## config.mk

```make
export PLATFORM = sky130hd
export DESIGN_NAME = operand_select_pipe
export DESIGN_NICKNAME = d
export VERILOG_FILES = /design/src/rtl/opsel_pkg.sv /design/src/rtl/operand_decode.sv /design/src/rtl/operand_select_pipe.sv
export SDC_FILE = /design/constraint.sdc
export NUM_CORES = 1
export LEC_CHECK = 0
export BUFFER_PORTS_ARGS = -buffer_cell sky130_fd_sc_hd__buf_2
export CORE_MARGIN = 10
export CORE_UTILIZATION = 35
export DETAILED_ROUTE_END_ITERATION = 16
export MAX_ROUTING_LAYER = met4
export PLACE_DENSITY = 0.73
export SLEW_MARGIN = 30
export SYNTH_ARGS = -nofsm -noshare
export SYNTH_HDL_FRONTEND = slang
export SYNTH_SLANG_ARGS = --single-unit
export TNS_END_PERCENT = 50
```

## constraint.sdc

```tcl
create_clock -name clk -period 2.2 [get_ports clk]
set_input_delay 0.44 -clock clk [delete_from_list [all_inputs] [get_ports clk]]
set_output_delay 0.44 -clock clk [all_outputs]
set_load 0.05 [all_outputs]
```

## src/rtl/opsel_pkg.sv

```systemverilog
// opsel_pkg: shared definitions for the operand select pipeline.
//   state_t   - pipeline FSM state (EMPTY: no operand held, HOLD: operand on dout)
//   one_code  - select code that yields the constant one (equals NUM_SRC)
//   zero_code - select code that yields the constant zero (equals NUM_SRC+1)
package opsel_pkg;

  typedef enum logic {
    EMPTY = 1'b0,
    HOLD  = 1'b1
  } state_t;

  function automatic int unsigned one_code(input int unsigned num_src);
    return num_src;
  endfunction

  function automatic int unsigned zero_code(input int unsigned num_src);
    return num_src + 1;
  endfunction

endpackage

```

## src/rtl/operand_decode.sv

```systemverilog
// operand_decode: combinational operand source decode.
//   src   - NUM_SRC channels of WIDTH bits, channel k at [k*WIDTH +: WIDTH]
//   sel   - select code: < NUM_SRC picks a channel, NUM_SRC gives constant one,
//           any other code (including out-of-range) gives zero
//   value - decoded operand
module operand_decode #(
  parameter int WIDTH   = 4,
  parameter int NUM_SRC = 2,
  localparam int SEL_W  = $clog2(NUM_SRC + 2)
) (
  input  logic [NUM_SRC*WIDTH-1:0] src,
  input  logic [SEL_W-1:0]         sel,
  output logic [WIDTH-1:0]         value
);
  import opsel_pkg::*;

  always_comb begin
    value = '0;
    for (int unsigned k = 0; k < NUM_SRC; k++) begin
      if (sel == SEL_W'(k)) begin
        value = src[k*WIDTH +: WIDTH];
      end
    end
    if (sel == SEL_W'(one_code(NUM_SRC))) begin
      value = WIDTH'(1);
    end
  end

endmodule

```

## src/rtl/operand_select_pipe.sv

```systemverilog
// operand_select_pipe: accepts a (select, repeat) command, latches the decoded
// operand and presents it on dout for in_rpt+1 beats with valid/ready handshakes.
//   clk, rst           - clock, asynchronous active-high reset
//   src                - flattened source channels
//   in_sel, in_rpt     - command: source select code and repeat count
//   in_inv             - invert operand at accept (only with OPSEL_COMPLEMENT_EN)
//   in_valid, in_ready - command handshake
//   dout, out_beat     - held operand and current beat index
//   out_last           - current beat is the final repeat
//   out_valid, out_ready - beat handshake
// Build option: define OPSEL_COMPLEMENT_EN to add the in_inv port.
module operand_select_pipe #(
  parameter int WIDTH   = 4,
  parameter int NUM_SRC = 2,
  parameter int RPT_W   = 4,
  localparam int SEL_W  = $clog2(NUM_SRC + 2)
) (
  input  logic                     clk,
  input  logic                     rst,
  input  logic [NUM_SRC*WIDTH-1:0] src,
  input  logic [SEL_W-1:0]         in_sel,
  input  logic [RPT_W-1:0]         in_rpt,
`ifdef OPSEL_COMPLEMENT_EN
  input  logic                     in_inv,
`endif
  input  logic                     in_valid,
  output logic                     in_ready,
  output logic [WIDTH-1:0]         dout,
  output logic [RPT_W-1:0]         out_beat,
  output logic                     out_last,
  output logic                     out_valid,
  input  logic                     out_ready
);
  import opsel_pkg::*;

  state_t           state;
  logic [RPT_W-1:0] rem_cnt;
  logic [WIDTH-1:0] dec_value;
  logic [WIDTH-1:0] operand;
  logic             accept;
  logic             consume;

  operand_decode #(
    .WIDTH  (WIDTH),
    .NUM_SRC(NUM_SRC)
  ) u_decode (
    .src  (src),
    .sel  (in_sel),
    .value(dec_value)
  );

`ifdef OPSEL_COMPLEMENT_EN
  assign operand = in_inv ? ~dec_value : dec_value;
`else
  assign operand = dec_value;
`endif

  assign out_valid = (state == HOLD);
  assign out_last  = (state == HOLD) && (rem_cnt == '0);
  assign consume   = out_valid && out_ready;
  // Refill in the same cycle the last beat leaves: out_ready reaches in_ready combinationally.
  assign in_ready  = (state == EMPTY) || (consume && out_last);
  assign accept    = in_valid && in_ready;

  always_ff @(posedge clk or posedge rst) begin
    if (rst) begin
      state    <= EMPTY;
      dout     <= '0;
      out_beat <= '0;
      rem_cnt  <= '0;
    end else if (accept) begin
      state    <= HOLD;
      dout     <= operand;
      out_beat <= '0;
      rem_cnt  <= in_rpt;
    end else if (consume) begin
      if (rem_cnt != '0) begin
        rem_cnt  <= rem_cnt - RPT_W'(1);
        out_beat <= out_beat + RPT_W'(1);
      end else begin
        state <= EMPTY;
      end
    end
  end

endmodule

```

# After elaboration in Yosys (flattened, before gate mapping)
# Cells that the tools add are included.
classes:
  addsub: 2
  bitwise_logic: 1
  n_reduce_logical: 12
  n_mux: 12
  eq_ne: 3
ops:
  columns: ["operator", "n"]
  rows:
  - ["$mux W4", 9]
  - ["$add A4 B1 Y4 const B", 1]
  - ["$logic_and A1 B1 Y1", 4]
  - ["$logic_not A4 Y1", 1]
  - ["$reduce_and A2 Y1", 2]
  - ["$reduce_bool A2 Y1", 2]
  - ["$reduce_bool A4 Y1", 1]
  - ["$sub A4 B1 Y4 const B", 1]
  - ["$mux W1", 3]
  - ["$eq A2 B1 Y1 const B", 1]
  - ["$eq A2 B2 Y1 const B", 1]
  - ["$logic_not A2 Y1", 1]
  - ["$ne A2 B2 Y1 const B", 1]
  - ["$logic_or A1 B1 Y1", 1]
  - ["$not A1 Y1", 1]
word_totals:
  output_inout_bits: 11
  in_bits: 18
  ff_bits: 13
  wordCells: 34

# Depth between registers and ports, before layout
logic_depth:
  word_depth: 7
  mapped_depth: 7
  mapped_depth_nobuf: 6

# Cells and area by module
# From an unflattened synthesis, not the netlist that was laid out.
hier_totals:
  cells_unflattened: 71
  hier_area_um2: 764.5
by_module_without_submodules:
  columns: ["module", "seq_area_each_um2", "cells_per_inst", "instances", "area_per_inst_um2"]
  rows:
  - ["operand_select_pipe", 325.3, 61, 1, 701.9]
  - ["operand_decode", 0.0, 10, 1, 62.6]

# Worst setup path before layout
# OpenSTA, ideal clock, no wires.
synth_path:
  path_kind: "register to output"
  start: "reg rem_cnt[0]"
  end: "out out_last"
  t_required_ps: 1760
  stages_incl_launch_ff: 6
  arrival_ps: 1735
  path_buffers: 1
  slack_ps: 25
  path_cell_list: "dfrtp_1 > inv_1 > ha_1 > or3b_1 > buf_6 > nor2_1"
synth_via:
  elab_chain_cells: 2
synth_rtl:
  columns: ["item", "line", "source"]
  rows:
  - ["start, declared", "operand_select_pipe.sv:37", "logic [RPT_W-1:0] rem_cnt;"]
  - ["start signal, assigned", "operand_select_pipe.sv:75", "rem_cnt <= in_rpt;"]
  - ["start signal, assigned", "operand_select_pipe.sv:78", "rem_cnt <= rem_cnt - RPT_W'(1);"]
  - ["$logic_not A4 Y1", "operand_select_pipe.sv:59", "assign out_last = (state == HOLD) && (rem_cnt == '0);"]
  - ["$logic_and A1 B1 Y1", "operand_select_pipe.sv:59", null]
  - ["end, declared", "operand_select_pipe.sv:30", "output logic out_last,"]
# No other way between the ends.

# Final worst setup path
# Same ends and word-level chain as after synthesis.

==> impl_metrics.prom <==
# TYPE chip_impl_metric gauge
chip_impl_metric{name="cts-root-to-sink-buffers",unit=""} 2
chip_impl_metric{name="layout_min_cycle_time",unit="ns"} 2.06
chip_impl_metric{name="die_x",unit="um"} 65.8
chip_impl_metric{name="netlist_area",unit="sq um"} 733
chip_impl_metric{name="drc",unit=""} 0
chip_impl_metric{name="total_leakage_power",unit="uW"} 0.000494
chip_impl_info{name="most_common_cell_after_layout_fill_and_taps_aside",value="sky130_fd_sc_hd__buf_2"} 1
chip_impl_metric{name="route.detailed.wl_per_inst",unit="um"} 12.7
chip_impl_metric{name="clock_pin_slew_reported_for_the_worst_setup_and_hold_paths_after_clock_tree_synthesis",unit="ns"} 0.08
chip_impl_metric{name="antenna_cells",unit=""} 0
chip_impl_info{name="clock_tree.root_cell",value="sky130_fd_sc_hd__clkbuf_4"} 1
chip_impl_metric{name="cts_num_sinks",unit=""} 13
chip_impl_metric{name="route.vias.total",unit=""} 628
chip_impl_metric{name="drt-vias-per-instance",unit=""} 4.76
chip_impl_metric{name="post-layout-total-power",unit="uW"} 1200
chip_impl_metric{name="drt_iter0_markers",unit=""} 9
chip_impl_info{name="status",value="complete, no violations"} 1
chip_impl_metric{name="grt_pass1_vias",unit=""} 663
chip_impl_metric{name="grt_first_pass_wirelength",unit="um"} 2910
chip_impl_info{name="worstReg2RegEnd",value="rem_cnt[1]"} 1
chip_impl_metric{name="cp_max_fanout",unit=""} 4
chip_impl_metric{name="core_area",unit="sq um"} 1980
chip_impl_metric{name="floorplan.rows",unit=""} 16
chip_impl_info{name="rr_startpoint",value="rem_cnt[0]"} 1
chip_impl_metric{name="maxSlewViolCount",unit=""} 0
chip_impl_metric{name="max_clock_freq",unit="GHz"} 0.486
chip_impl_metric{name="total_non_filler_cell_area_in_the_finished_layout",unit="sq um"} 933
chip_impl_metric{name="synth.yosys.seq_area_share",unit=""} 0.444
chip_impl_metric{name="place.port_buffers",unit=""} 28
chip_impl_info{name="tritoncts",value="built"} 1
chip_impl_metric{name="grt_usage",unit=""} 0.0849
chip_impl_metric{name="post_dp_cell_area",unit="sq um"} 902
chip_impl_metric{name="pwr_density_cell",unit="nW/um^2"} 1290
chip_impl_metric{name="syn_to_final_growth",unit="%"} 27.3
chip_impl_metric{name="final_hold_violation_count",unit=""} 0
chip_impl_info{name="hold_class",value="input port to async pin"} 1
chip_impl_metric{name="ctsResizeCount",unit=""} 0
chip_impl_info{name="startpoint_type",value="flop"} 1
chip_impl_metric{name="layout-drive-gt1-share",unit=""} 0.381
chip_impl_metric{name="timing.max_slew.rel_slack",unit=""} 0.673
chip_impl_metric{name="worst-r2r-setup-slack",unit="ns"} 0.47
chip_impl_metric{name="timing.max_cap.violations",unit=""} 0
chip_impl_metric{name="final-setup-viol-count",unit=""} 0
chip_impl_metric{name="synthesis.yosys.warnings",unit=""} 0
chip_impl_metric{name="die_h",unit="um"} 65.8
chip_impl_metric{name="htree_levels",unit=""} 1
chip_impl_metric{name="depth_of_the_worst_register_to_register_path",unit=""} 7
chip_impl_metric{name="num-nets-final",unit=""} 127
chip_impl_metric{name="postSynthRegisterBits",unit=""} 13
chip_impl_metric{name="avgSynthCellArea",unit="sq um"} 9.91
chip_impl_metric{name="post_synth_inst_count",unit=""} 74
chip_impl_metric{name="timing_worst_slew_pin_value",unit="ns"} 0.490
chip_impl_metric{name="worst_ep_required_time",unit="ns"} 1.76
chip_impl_metric{name="antenna_found_initial",unit=""} 0
chip_impl_metric{name="cts_buffer_count",unit=""} 3
chip_impl_metric{name="hpwlAfterDp",unit="um"} 1440
chip_impl_metric{name="mappedNetlistNets",unit=""} 95
chip_impl_info{name="mostFrequentLayoutCells",value="sky130_fd_sc_hd__buf_2 (26), sky130_fd_sc_hd__dfrtp_1 (13), sky130_fd_sc_hd__inv_1 (7), sky130_fd_sc_hd__nand2_1 (7)"} 1
chip_impl_info{name="worstSetupPathType",value="flop to output port"} 1
chip_impl_metric{name="start_util",unit=""} 0.370
chip_impl_metric{name="ir_drop",unit="mV"} 0.593
chip_impl_metric{name="holdBufCountCts",unit=""} 0
chip_impl_metric{name="synthDistinctLibCells",unit=""} 28
chip_impl_metric{name="clk-insertion-delay-late",unit="ns"} 0.27
chip_impl_metric{name="final_min_period_over_clock_period",unit=""} 0.934
chip_impl_metric{name="route.antenna.remaining_nets",unit=""} 0
chip_impl_info{name="grt_setup_unrepaired",value="no"} 1
chip_impl_metric{name="setup_tns",unit="ns"} 0
chip_impl_metric{name="design.die.area",unit="sq um"} 4330
chip_impl_metric{name="place_congestion",unit=""} 0.864
chip_impl_metric{name="fin_skew",unit="ns"} 0.00404
chip_impl_metric{name="post-cts-setup-buffers",unit=""} 0
chip_impl_metric{name="grt_start_max_net_pins",unit=""} 14
chip_impl_metric{name="global_route.overflow_total",unit=""} 0
chip_impl_metric{name="boundaryPins",unit=""} 29
chip_impl_info{name="worst_setup_path_end_kind",value="output port"} 1
chip_impl_metric{name="arrival",unit="ns"} 1.62
chip_impl_metric{name="firstDrtPassIters",unit=""} 4
chip_impl_metric{name="postRouteWirelength",unit="um"} 1680
[final cells by class]
type / instances / area [sq um]
clock buffer: 4 / 26.3
timing repair buffer: 30 / 160
fill: 190 / 1050
multi-input combinational: 51 / 362
tap: 27 / 33.8
inverter: 7 / 26.3
sequential: 13 / 325
[how the worst max path moves through the flow]
stage,startpoint,endpoint,cells after the start
global route,rem_cnt[0],in_ready,5
detailed placement,rem_cnt[1],out_last,5
finish,rem_cnt[0],out_last,5
CTS,rem_cnt[0],out_last,5
floorplan,rem_cnt[0],out_last,5
global placement,rem_cnt[0],out_last,5
[through the flow]
stage          instances  worst slack (ns)  hold slack (ns)   util
3_5_place_dp         128             0.405            0.461  0.455
3_3_place_gp         128             0.453            0.462  0.455
2_1_floorplan         74            0.0255            0.317      -
6_report             132             0.144            0.176  0.471
4_1_cts              132             0.101            0.197  0.468
5_1_grt              132            0.0123            0.214  0.471
[synth_stat cells (all sizes together)]
library cell  count  area, sq um
dfrtp            13          325
nor3              1         5.00
xor2              3         26.3
inv               7         26.3
mux2i             3         30.0
a31oi             1         6.26
o31ai             4         30.0
o21bai            1         7.51
and2              1         6.26
buf               3         20.0
or3b              1         8.76
and3              1         6.26
o22ai             1         6.26
a32oi             1         8.76
nand3             4         25.0
ha                3         37.5
nand2b            2         12.5
mux2              2         30.0
o21ai             7         42.5
nand2             7         26.3
a21oi             3         18.8
and4bb            1         12.5
nor2              4         15.0
[critical path: stages, from the launching register on]
cell and delay, ns:
sky130_fd_sc_hd__dfrtp_1 0.40, sky130_fd_sc_hd__inv_1 0.10, sky130_fd_sc_hd__ha_1 0.16, sky130_fd_sc_hd__or3b_1 0.36, sky130_fd_sc_hd__nor2_1 0.09, sky130_fd_sc_hd__clkbuf_4 0.23
[power breakdown]
group | switching (uW) | total, uW | internal, uW | leakage (uW)
registers | 79.8 | 423 | 343 | 0.000155
logic | 439 | 634 | 195 | 0.000323
clock network | 73.9 | 144 | 70.1 | 0.0000150
total | 593 | 1200 | 609 | 0.000494
[metal layers]
layer	global-route usage	vias to the layer above	share of wire	wire, um
li1	-	319	-	-
met1	0.104	291	0.47	784
met2	0.133	18	0.49	817
met3	0.0288	0	0.045	75
met4	0.0160	0	0	0
met5	-	-	0	0
[logic make-up (layout without fill, tap and decap cells)]
kind of cell	Yosys count	count (layout)	share of synthesized area
flip-flops	13	13	0.444
buffers and inverters	10	41	0.0631
AND/OR/NAND/NOR	22	22	0.160
XOR/XNOR	3	3	0.0358
multiplexers	5	5	0.0819
AO/OA/AOI/OAI	18	18	0.164
adder cells (fa/ha/maj)	3	3	0.0512
[flip-flops by register name, indices dropped and copies added (netlist names)]
| register | count |
|---|---|
| rem_cnt | 4 |
| out_beat | 4 |
| dout | 4 |
| out_valid | 1 |
(Power assumes the default switching activity.)
